<file path="src/rtl/simple_cpu_pkg.sv">
// Shared constants and fetch FSM state type for the simple CPU front end.
package simple_cpu_pkg;

    localparam int INSTR_W  = 12;
    localparam int IM_DEPTH = 8;
    localparam int IM_AW    = $clog2(IM_DEPTH);

    typedef enum logic [1:0] {
        ST_IDLE = 2'd0,
        ST_RUN  = 2'd1,
        ST_DONE = 2'd2
    } fetch_state_t;

endpackage

</file>
<file path="src/rtl/fetch_controller.sv">
// Program loader and sequential instruction fetcher with a valid/ready output.
// Define FETCH_JUMP_EN to enable jump_en/jump_target redirection; otherwise they are ignored.
module fetch_controller #(
    parameter int INSTR_W = simple_cpu_pkg::INSTR_W,
    parameter int AW      = simple_cpu_pkg::IM_AW
) (
    input  logic               clk,
    input  logic               reset,
    input  logic               prog_valid,
    input  logic [INSTR_W-1:0] prog_instr,
    input  logic               prog_last,
    output logic               prog_ready,
    input  logic               start,
    input  logic               halt_req,
    input  logic               clear_req,
    input  logic               jump_en,
    input  logic [AW-1:0]      jump_target,
    output logic [AW-1:0]      im_index,
    output logic [INSTR_W-1:0] im_wdata,
    output logic               im_load,
    output logic               im_reset,
    input  logic [INSTR_W-1:0] im_out,
    output logic [INSTR_W-1:0] instr,
    output logic               instr_valid,
    input  logic               instr_ready,
    output logic [AW-1:0]      pc,
    output logic               loaded,
    output logic               done
);
    import simple_cpu_pkg::*;

    fetch_state_t       r_state, w_next;
    logic [AW:0]        r_pc;
    logic [AW:0]        r_prog_len;
    logic [AW-1:0]      r_wr_ptr;
    logic               r_loaded;
    logic [INSTR_W-1:0] r_instr;
    logic               r_instr_valid;

    logic w_idle, w_run;
    logic w_clear, w_accept, w_last_word, w_start;
    logic w_halt, w_jump, w_jump_oob, w_adv, w_fetch, w_end;
    logic [AW:0] w_jump_pc;

    assign w_idle      = (r_state == ST_IDLE);
    assign w_run       = (r_state == ST_RUN);

    // clear beats a load word, and a load word beats start
    assign w_clear     = w_idle & clear_req;
    assign w_accept    = w_idle & ~clear_req & prog_valid;
    assign w_last_word = prog_last | (&r_wr_ptr);
    assign w_start     = w_idle & ~clear_req & ~prog_valid & start & r_loaded;

    assign w_halt      = w_run & halt_req;
`ifdef FETCH_JUMP_EN
    assign w_jump      = w_run & ~halt_req & jump_en;
    assign w_jump_pc   = {1'b0, jump_target};
`else
    logic w_jump_unused;
    assign w_jump_unused = jump_en ^ (^jump_target);
    assign w_jump      = 1'b0;
    assign w_jump_pc   = '0;
`endif
    assign w_jump_oob  = w_jump & (w_jump_pc >= r_prog_len);

    // output slot is free when empty or being consumed this cycle
    assign w_adv       = ~r_instr_valid | instr_ready;
    assign w_fetch     = w_run & ~halt_req & ~w_jump & w_adv & (r_pc < r_prog_len);
    assign w_end       = w_run & ~halt_req & ~w_jump & w_adv & (r_pc >= r_prog_len);

    always_ff @(posedge clk) begin
        if (reset) r_state <= ST_IDLE;
        else       r_state <= w_next;
    end

    always_comb begin
        w_next = r_state;
        case (r_state)
            ST_IDLE: if (w_start) w_next = ST_RUN;
            ST_RUN:  if (w_halt || w_jump_oob || w_end) w_next = ST_DONE;
            ST_DONE: w_next = ST_IDLE;
            default: w_next = ST_IDLE;
        endcase
    end

    always_comb begin
        prog_ready = w_idle;
        im_load    = w_accept;
        im_index   = w_run ? r_pc[AW-1:0] : r_wr_ptr;
        im_wdata   = prog_instr;
        im_reset   = reset | w_clear;
        done       = (r_state == ST_DONE);
    end

    always_ff @(posedge clk) begin
        if (reset) begin
            r_pc          <= '0;
            r_prog_len    <= '0;
            r_wr_ptr      <= '0;
            r_loaded      <= 1'b0;
            r_instr       <= '0;
            r_instr_valid <= 1'b0;
        end else begin
            if (w_clear) begin
                r_loaded   <= 1'b0;
                r_prog_len <= '0;
                r_wr_ptr   <= '0;
            end else if (w_accept) begin
                if (w_last_word) begin
                    r_prog_len <= {1'b0, r_wr_ptr} + (AW+1)'(1);
                    r_loaded   <= 1'b1;
                    r_wr_ptr   <= '0;
                end else begin
                    r_wr_ptr   <= r_wr_ptr + AW'(1);
                end
            end

            if (w_start) begin
                r_pc          <= '0;
                r_instr_valid <= 1'b0;
            end

            if (w_halt || w_end) r_instr_valid <= 1'b0;

            if (w_jump) begin
                r_pc          <= w_jump_pc;
                r_instr_valid <= 1'b0;
            end

            if (w_fetch) begin
                r_instr       <= im_out;
                r_instr_valid <= 1'b1;
                r_pc          <= r_pc + (AW+1)'(1);
            end
        end
    end

    assign instr       = r_instr;
    assign instr_valid = r_instr_valid;
    assign pc          = r_pc[AW-1:0];
    assign loaded      = r_loaded;

endmodule

</file>
<file path="config.mk">
export PLATFORM = sky130hd
export DESIGN_NAME = fetch_controller
export DESIGN_NICKNAME = d
export VERILOG_FILES = /design/src/rtl/simple_cpu_pkg.sv /design/src/rtl/fetch_controller.sv
export SDC_FILE = /design/constraint.sdc
export NUM_CORES = 1
export LEC_CHECK = 0
export BUFFER_PORTS_ARGS = -buffer_cell sky130_fd_sc_hd__buf_2
export CAP_MARGIN = 30
export CORE_MARGIN = 8
export CORE_UTILIZATION = 49
export DETAILED_ROUTE_END_ITERATION = 16
export PLACE_DENSITY = 0.85
export SLEW_MARGIN = 10
export SYNTH_ARGS = -nofsm -noshare
export SYNTH_HDL_FRONTEND = slang
export SYNTH_SLANG_ARGS = --single-unit
</file>
<file path="constraint.sdc">
create_clock -name clk -period 4.25 [get_ports clk]
set_clock_uncertainty 0.1 [all_clocks]
set_input_delay 0.85 -clock clk [delete_from_list [all_inputs] [get_ports clk]]
set_output_delay 0.85 -clock clk [all_outputs]
set_load 0.01 [all_outputs]
</file>
# [After elaboration in Yosys (flattened, before gate mapping)]
# Cells that the tools add are included.
[op_classes] add_sub_neg=3 magnitude_cmp=2 eq_ne=4 n_mux=10 n_bitwise=18 n_reduce_logical=8
[op_table] cell="bitwise AND 1 bit" n=11
[op_table] cell="2-to-1 mux 4 bit" n=2
[op_table] cell="2-to-1 mux 3 bit" n=2
[op_table] cell="adder 3 x 1 -> 4 bit, second input constant" n=1
[op_table] cell="adder 4 x 1 -> 4 bit, second input constant" n=1
[op_table] cell="greater-or-equal comparator 4 bit" n=1
[op_table] cell="less-than comparator 4 bit" n=1
[op_table] cell="2-to-1 mux 2 bit" n=2
[op_table] cell="!= test 2 x 1 -> 1 bit, second input constant" n=2
[op_table] cell="inverter 1 bit" n=4
[op_table] cell="one-hot mux 2 bit (2 select lines)" n=1
[op_table] cell="AND reduction 2 bit" n=2
[op_table] cell="adder 3 x 1 -> 3 bit, second input constant" n=1
[op_table] cell="2-to-1 mux 1 bit" n=3
[op_table] cell="OR 1 bit" n=3
[op_table] cell="AND reduction 3 bit" n=1
[op_table] cell="nonzero test 3 bit" n=1
[op_table] cell="equality test 2 x 1 -> 1 bit, second input constant" n=1
[op_table] cell="equality test 2 bit, second input constant" n=1
[op_table] cell="logical NOT 2 bit" n=1
[op_table] cell="nonzero test 2 bit" n=1
[op_table] cell="OR reduction 2 bit" n=1
[op_table] cell="logical OR 1 bit" n=1
[word_totals] register_bits=27 input_bits=36

# [Logic depth before layout (Yosys ltp)]
# Gate-level depths: netlist (run 1).
[depth] word_depth=8 ltp_mapped=8 depth_no_buf=6

# [Worst setup path after synthesis (run 1)]
# OpenSTA, ideal clock, no wires.
[synth_timing] kind="input -> output" startpoint="in clear_req" endpoint="out im_load" arrival_time_ps=1568 slack_ps=1732 cell_stages=3 cell_sequence="or4b_1 buf_6 inv_2"
[synth_between] elab_chain_len=3
[synth_rtl] item="start, declared" line_no="fetch_controller.sv:15" source="input logic clear_req,"
[synth_rtl] item="inverter 1 bit" line_no="fetch_controller.sv:50" source="assign w_accept = w_idle & ~clear_req & prog_valid;"
[synth_rtl] item="bitwise AND 1 bit (2 in a row)" line_no="fetch_controller.sv:50"
[synth_rtl] item="end, declared" line_no="fetch_controller.sv:20" source="output logic im_load,"
# Every way passes these cells.

# [Worst setup path in the final report (run 1)]
# Same ends and word-level chain as after synthesis.

==> results_dict.tcl, run 1 <==
set metrics [dict create \
    synth_area_leaders "dfxtp_1 (37%), buf_4 (8.2%), a21oi_1 (7.5%), nand3_1 (6.2%), ha_1 (6.0%)" \
    power.share.clock_pct 29.2 \
    crit_fanout 8 \
    hold_depth 2 \
    holdBufCountCts 0 \
    syn_inst 173 \
    ys_seq_area_share_pct 36.99 \
    clock-sinks 27 \
    synthFlopType "dfxtp_1" \
    grt_setup_unrepaired "false" \
    syn-mean-instance-area_sq_um 8.447 \
    slew_viol_final 0 \
    final.fill_count 285 \
    arrival_ps 1960 \
    num_vias 1288 \
    yosysMostFrequentCell "dfxtp_1" \
    root_buffer "clkbuf_4" \
    clock_path_buffers 2 \
    fin_nets 240 \
    synth_commonest_cells "dfxtp_1 (27), a21oi_1 (22), nand3_1 (18)" \
    ys_ff_latch 27 \
    coreArea_sq_um 2953 \
    yosysTopAreaCell "dfxtp_1" \
    seqPwrFrac_pct 63.6 \
    post-route-drc-count 0 \
    gp_congestion 0.8085 \
    async_flop_share_pct 0 \
    cts_setup_buffers 0 \
    hold_path.class "reg2reg" \
    synth_top_area_share_pct 36.99 \
    relSlewSlack_pct 48.69 \
    grt_remaining_overflow 0 \
    cts_tree "built" \
    fin_crit_sh_pct 68.58 \
    layout-drive-gt1-share_pct 28.06 \
    r2r_slack_ps 1960 \
    worst_pin_slew_ps 767.4 \
    worstReg2RegStart "r_pc[3]" \
    drt_wl_total_microns 3427 \
    firstDrtPassIters 4 \
    worst_setup_path_end_kind "primary output" \
    status "finished, final reports clean" \
    grt_pass1_wl_microns 5554 \
    first_iter_violations 55 \
    diodes 0 \
    antenna_found_initial 0 \
    place_hpwl_microns 2534 \
    cp_data_required_time_ps 3300 \
    clk_pin_slew_ps 160 \
    min_from "instr[5]" \
    numPortBuffers 43 \
    finalSetupViolCount 0 \
    yosysWarnings 0 \
    min_period_ps 2915 \
    hold_viol 0 \
    place_ws_ps 1349 \
    yosys.cell_types.count 37 \
    max-cap-violations 0 \
    p_sw_share_pct 24.79 \
    viasPerCell 5.624 \
    critPathKind "in2out" \
    grt_max_degree 20 \
    r2r_end "r_pc[2]" \
    die-area_sq_um 4986 \
    area_growth_pct 8.219 \
    cts_made_buffers 3 \
    wl_per_cell_microns 14.97 \
    whs_endpoint "instr[5]" \
    tns_ps 0 \
    die_h_microns 70.61 \
    internal-power_uw 301.3 \
    multiInputGateArea_sq_um 724.4 \
    htreeDepth 1 \
    power.switching_uw 99.30 \
    peakVddDrop_uv 110.4 \
    synth-edff-count 0 \
    synth.net_count 216 \
    grt_usage_pct 13.37 \
    post_cts_resized 0 \
    power_density_nw_per_um2 253.3 \
    ant_nets 0 \
    share_comb_of_total_power_pct 7.3 \
    start_util_pct 49.49 \
    postLayoutSetupSlackWorst_ps 1335 \
    power.leakage_nw 0.6834 \
    grt_pass1_vias 1209 \
    insertion_delay_ps 340 \
    die_w_microns 70.61 \
    syn_area_sq_um 1461 \
    ios 72 \
    register_area_sq_um 540.5 \
    fmax_mhz 343.1 \
    rows 20 \
    rr_worst_depth 5 \
    worst_setup_path_start_kind "input port" \
]
-- metal layers --
layer	vias to the layer above	GRT usage, %	part of all wire, %
li1	655	-	-
met1	580	17.14	44
met2	48	21.65	50
met3	5	2.119	4.8
met4	0	5.543	1.7
met5	-	0	0
-- power groups by stage --
stage | combinational [mW] | clock [mW] | sequential [mW]
final | 0.0291 | 0.117 | 0.255
after global placement | 0.0286 | 0 | 0.260
after floorplan | 0.0281 | 0 | 0.260
after CTS | 0.0291 | 0.118 | 0.255
after detailed placement | 0.0289 | 0 | 0.260
after global routing | 0.0316 | 0.127 | 0.255
-- critical path: stages --
cell and delay (ps):
buf_2 110, or4b_1 700, inv_2 160, buf_2 140
-- logic make-up (layout without fill, tap and decap cells) --
| kind of cell | after synthesis | count (layout) | synth area share (%) |
|---|---|---|---|
| AND/OR/NAND/NOR | 53 | 53 | 21.15 |
| flip-flops | 27 | 27 | 36.99 |
| buffers and inverters | 32 | 55 | 13.44 |
| AO/OA/AOI/OAI | 52 | 52 | 20.98 |
| multiplexers | 2 | 2 | 1.455 |
| adder cells (fa/ha/maj) | 7 | 7 | 5.993 |
-- flip-flops by register name, indices dropped and copies added, names as in the netlist --
| name | count |
|---|---|
| r_prog_len | 4 |
| r_pc | 4 |
| r_state | 2 |
| instr_valid | 1 |
| r_wr_ptr | 3 |
| loaded | 1 |
| instr | 12 |
-- metrics by stage --
stage	util, %	power, mW	instances	hold WS [ps]	instance area, sq um
finish	53.56	0.4006	229	383.9	1582
global route	53.56	0.4135	229	407.4	1582
CTS	53.56	0.4015	229	385.0	1582
detailed placement	52.54	0.2890	225	365.3	1551
global placement	52.54	0.2886	225	358.1	1551
floorplan	-	0.2881	173	349.6	1461
-- final cells by class --
cell class / instances / share of cell area (%)
clock buffer: 3 / 1.424
clock inverter: 1 / 0.4747
inverter: 8 / 1.899
multi-input combinational: 114 / 45.81
sequential: 27 / 34.18
tap: 33 / 2.611
timing repair buffer: 43 / 13.61
-- cell usage in the layout (no fill, tap or decap), drive strengths merged --
cell type  synthesis  layout
clkbuf             5       3
nor2b              2       2
clkinvlp           0       1
a211oi             1       1
mux2i              1       1
buf               19      43
or4b               2       2
a21oi             22      22
mux2               1       1
and4               1       1
o211a              3       3
nand2b             1       1
nand4              4       4
nand2             12      12
inv                8       8
a31oi              3       3
and3b              1       1
nand3             19      19
dfxtp             27      27
o211ai             3       3
or2b               1       1
or4                1       1
o32ai              2       2
nor2               6       6
and3               1       1
and2b              1       1
ha                 7       7
o21ai             18      18
nor3               1       1
-- worst max-delay path by stage --
stage          startpoint       to  slack [ps]  cells after the start
6_report        clear_req  im_load        1340                      4
3_5_place_dp    clear_req  im_load        1350                      4
5_1_grt         clear_req  im_load        1300                      4
4_1_cts         clear_req  im_load        1340                      4
2_1_floorplan   clear_req  im_load        1730                      3
3_3_place_gp    clear_req  im_load        1370                      4
(Power assumes the default switching activity.)
==> run 2, diff against run 1 <==
- CORE_UTILIZATION: 49 -> 45
- PLACE_DENSITY: 0.85 -> 0.79
- clock period: 4.25 -> 2.7 ns (I/O delays scaled with it)
==> results_dict.tcl, run 2 (same netlist as run 1, synthesis figures left out) <==
set metrics [dict create \
    status "finished, final reports clean" \
    hold_depth 3 \
    min_period_ps 2345 \
    hold_viol 0 \
    die_w_microns 72.99 \
    die-area_sq_um 5327 \
    die_h_microns 72.99 \
    slowest_delay_ps 440 \
    final_cell_mix "buf_2 (43), dfxtp_1 (27), a21oi_1 (22)" \
    layout-drive-gt1-share_pct 29.85 \
    relSlewSlack_pct 55.86 \
    cts_made_buffers 3 \
    area_growth_pct 11.56 \
    firstDrtPassIters 4 \
    layout_commonest_cell "buf_2" \
    final.fill_count 292 \
    rows 20 \
    fmax_mhz 426.4 \
    min_from "im_out[11]" \
    wl_per_cell_microns 14.69 \
    cts_tree "built" \
    power.leakage_nw 0.7116 \
    rr_worst_depth 7 \
    diodes 0 \
    tns_ps 0 \
    critPathKind "reg2out" \
    ant_nets 0 \
    insertion_delay_ps 330 \
    viasPerCell 5.437 \
    worst_pin_slew_ps 659.7 \
    gp_congestion 0.8569 \
    place_area_sq_um 1603 \
    fin_crit_sh_pct 86.85 \
    clk_pin_slew_ps 150 \
    clock-sinks 27 \
    peakVddDrop_uv 200.0 \
    place_hpwl_microns 2636 \
    crit_chain "nor2b_2 > mux2_2 > buf_2" \
    first_iter_violations 50 \
    grt_usage_pct 13.37 \
    numPortBuffers 43 \
    fin_hold_ws_ps 335.2 \
    slew_viol_final 0 \
    drt_wl_total_microns 3599 \
    post-route-drc-count 0 \
    num_vias 1332 \
    fin_nets 245 \
    start_util_pct 47.48 \
    grt_pass1_vias 1313 \
    r2r_slack_ps 530 \
    grt_setup_unrepaired "false" \
    whs_endpoint "instr[11]" \
    cp_slowest_cell "dfxtp_1" \
    arrival_ps 1700 \
    antenna_found_initial 0 \
    max-cap-violations 0 \
    holdBufCountCts 0 \
    hold_path.class "in2reg" \
    worst_setup_path_end_kind "primary output" \
    largest_reg_flops 12 \
    crit_fanout 8 \
    grt_pass1_wl_microns 5809 \
    cp_data_required_time_ps 2060 \
    grt_max_degree 19 \
    ios 72 \
    root_buffer "clkbuf_4" \
    worstReg2RegStart "r_prog_len[3]" \
    cts_setup_buffers 0 \
    htreeDepth 1 \
    power_density_nw_per_um2 387.8 \
    finalSetupViolCount 0 \
    post_cts_resized 0 \
    r2r_end "instr[6]" \
    worst_setup_path_start_kind "register" \
    grt_remaining_overflow 0 \
    postLayoutCoreUtil_pct 52.97 \
    coreArea_sq_um 3078 \
    finalInstanceArea_sq_um 1630 \
    clock_path_buffers 2 \
]
-- run 2: per-stage QoR --
step           power, mW  cells  setup WS, ps
6_report          0.6322    245         355.0
5_1_grt           0.6520    245         252.7
4_1_cts           0.6293    245         362.7
3_5_place_dp      0.4587    241         594.2
3_3_place_gp      0.4580    241         643.2
2_1_floorplan     0.4535    173         802.0
-- run 2: report_power, final --
part	internal (mW)	switching (mW)
sequential	0.400	0.000965
clock	0.0557	0.126
combinational	0.0204	0.0291
total	0.476	0.156
-- run 2: how the worst max path moves through the flow --
stage                       start           to  slack, ps  cells past startpoint
CTS                    r_state[0]  im_index[1]        360                      3
global placement    r_prog_len[3]      r_pc[3]        640                      7
detailed placement  r_prog_len[3]      r_pc[3]        590                      6
finish                 r_state[0]  im_index[1]        360                      3
global route           r_state[0]  im_index[1]        250                      3
floorplan               clear_req      im_load        800                      3
-- run 2: final cells by class --
cell class / count / area [sq um] / share of cell area [%]
clock buffers: 3 / 22.52 / 1.381
well taps: 44 / 55.05 / 3.377
clock inverters: 1 / 5.005 / 0.3070
repair buffers: 48 / 252.7 / 15.50
multi-input cells: 114 / 724.4 / 44.44
inverters: 8 / 30.03 / 1.842
flip-flops and latches: 27 / 540.5 / 33.15
-- run 2: metal layers --
layer	vias to the layer above	global-route usage [%]	wire length, microns
li1	664	-	-
met1	624	16.99	1658
met2	36	20.95	1694
met3	8	1.648	170
met4	0	8.000	77
met5	-	0	0
-- run 2: critical path, delay by kind of cell (launching register included) --
| family | cells | cell delay [ps] |
|---|---|---|
| muxes | 1 | 380 |
| and+or+nand+nor | 1 | 410 |
| DFF | 1 | 440 |
| buffers and inverters | 1 | 140 |
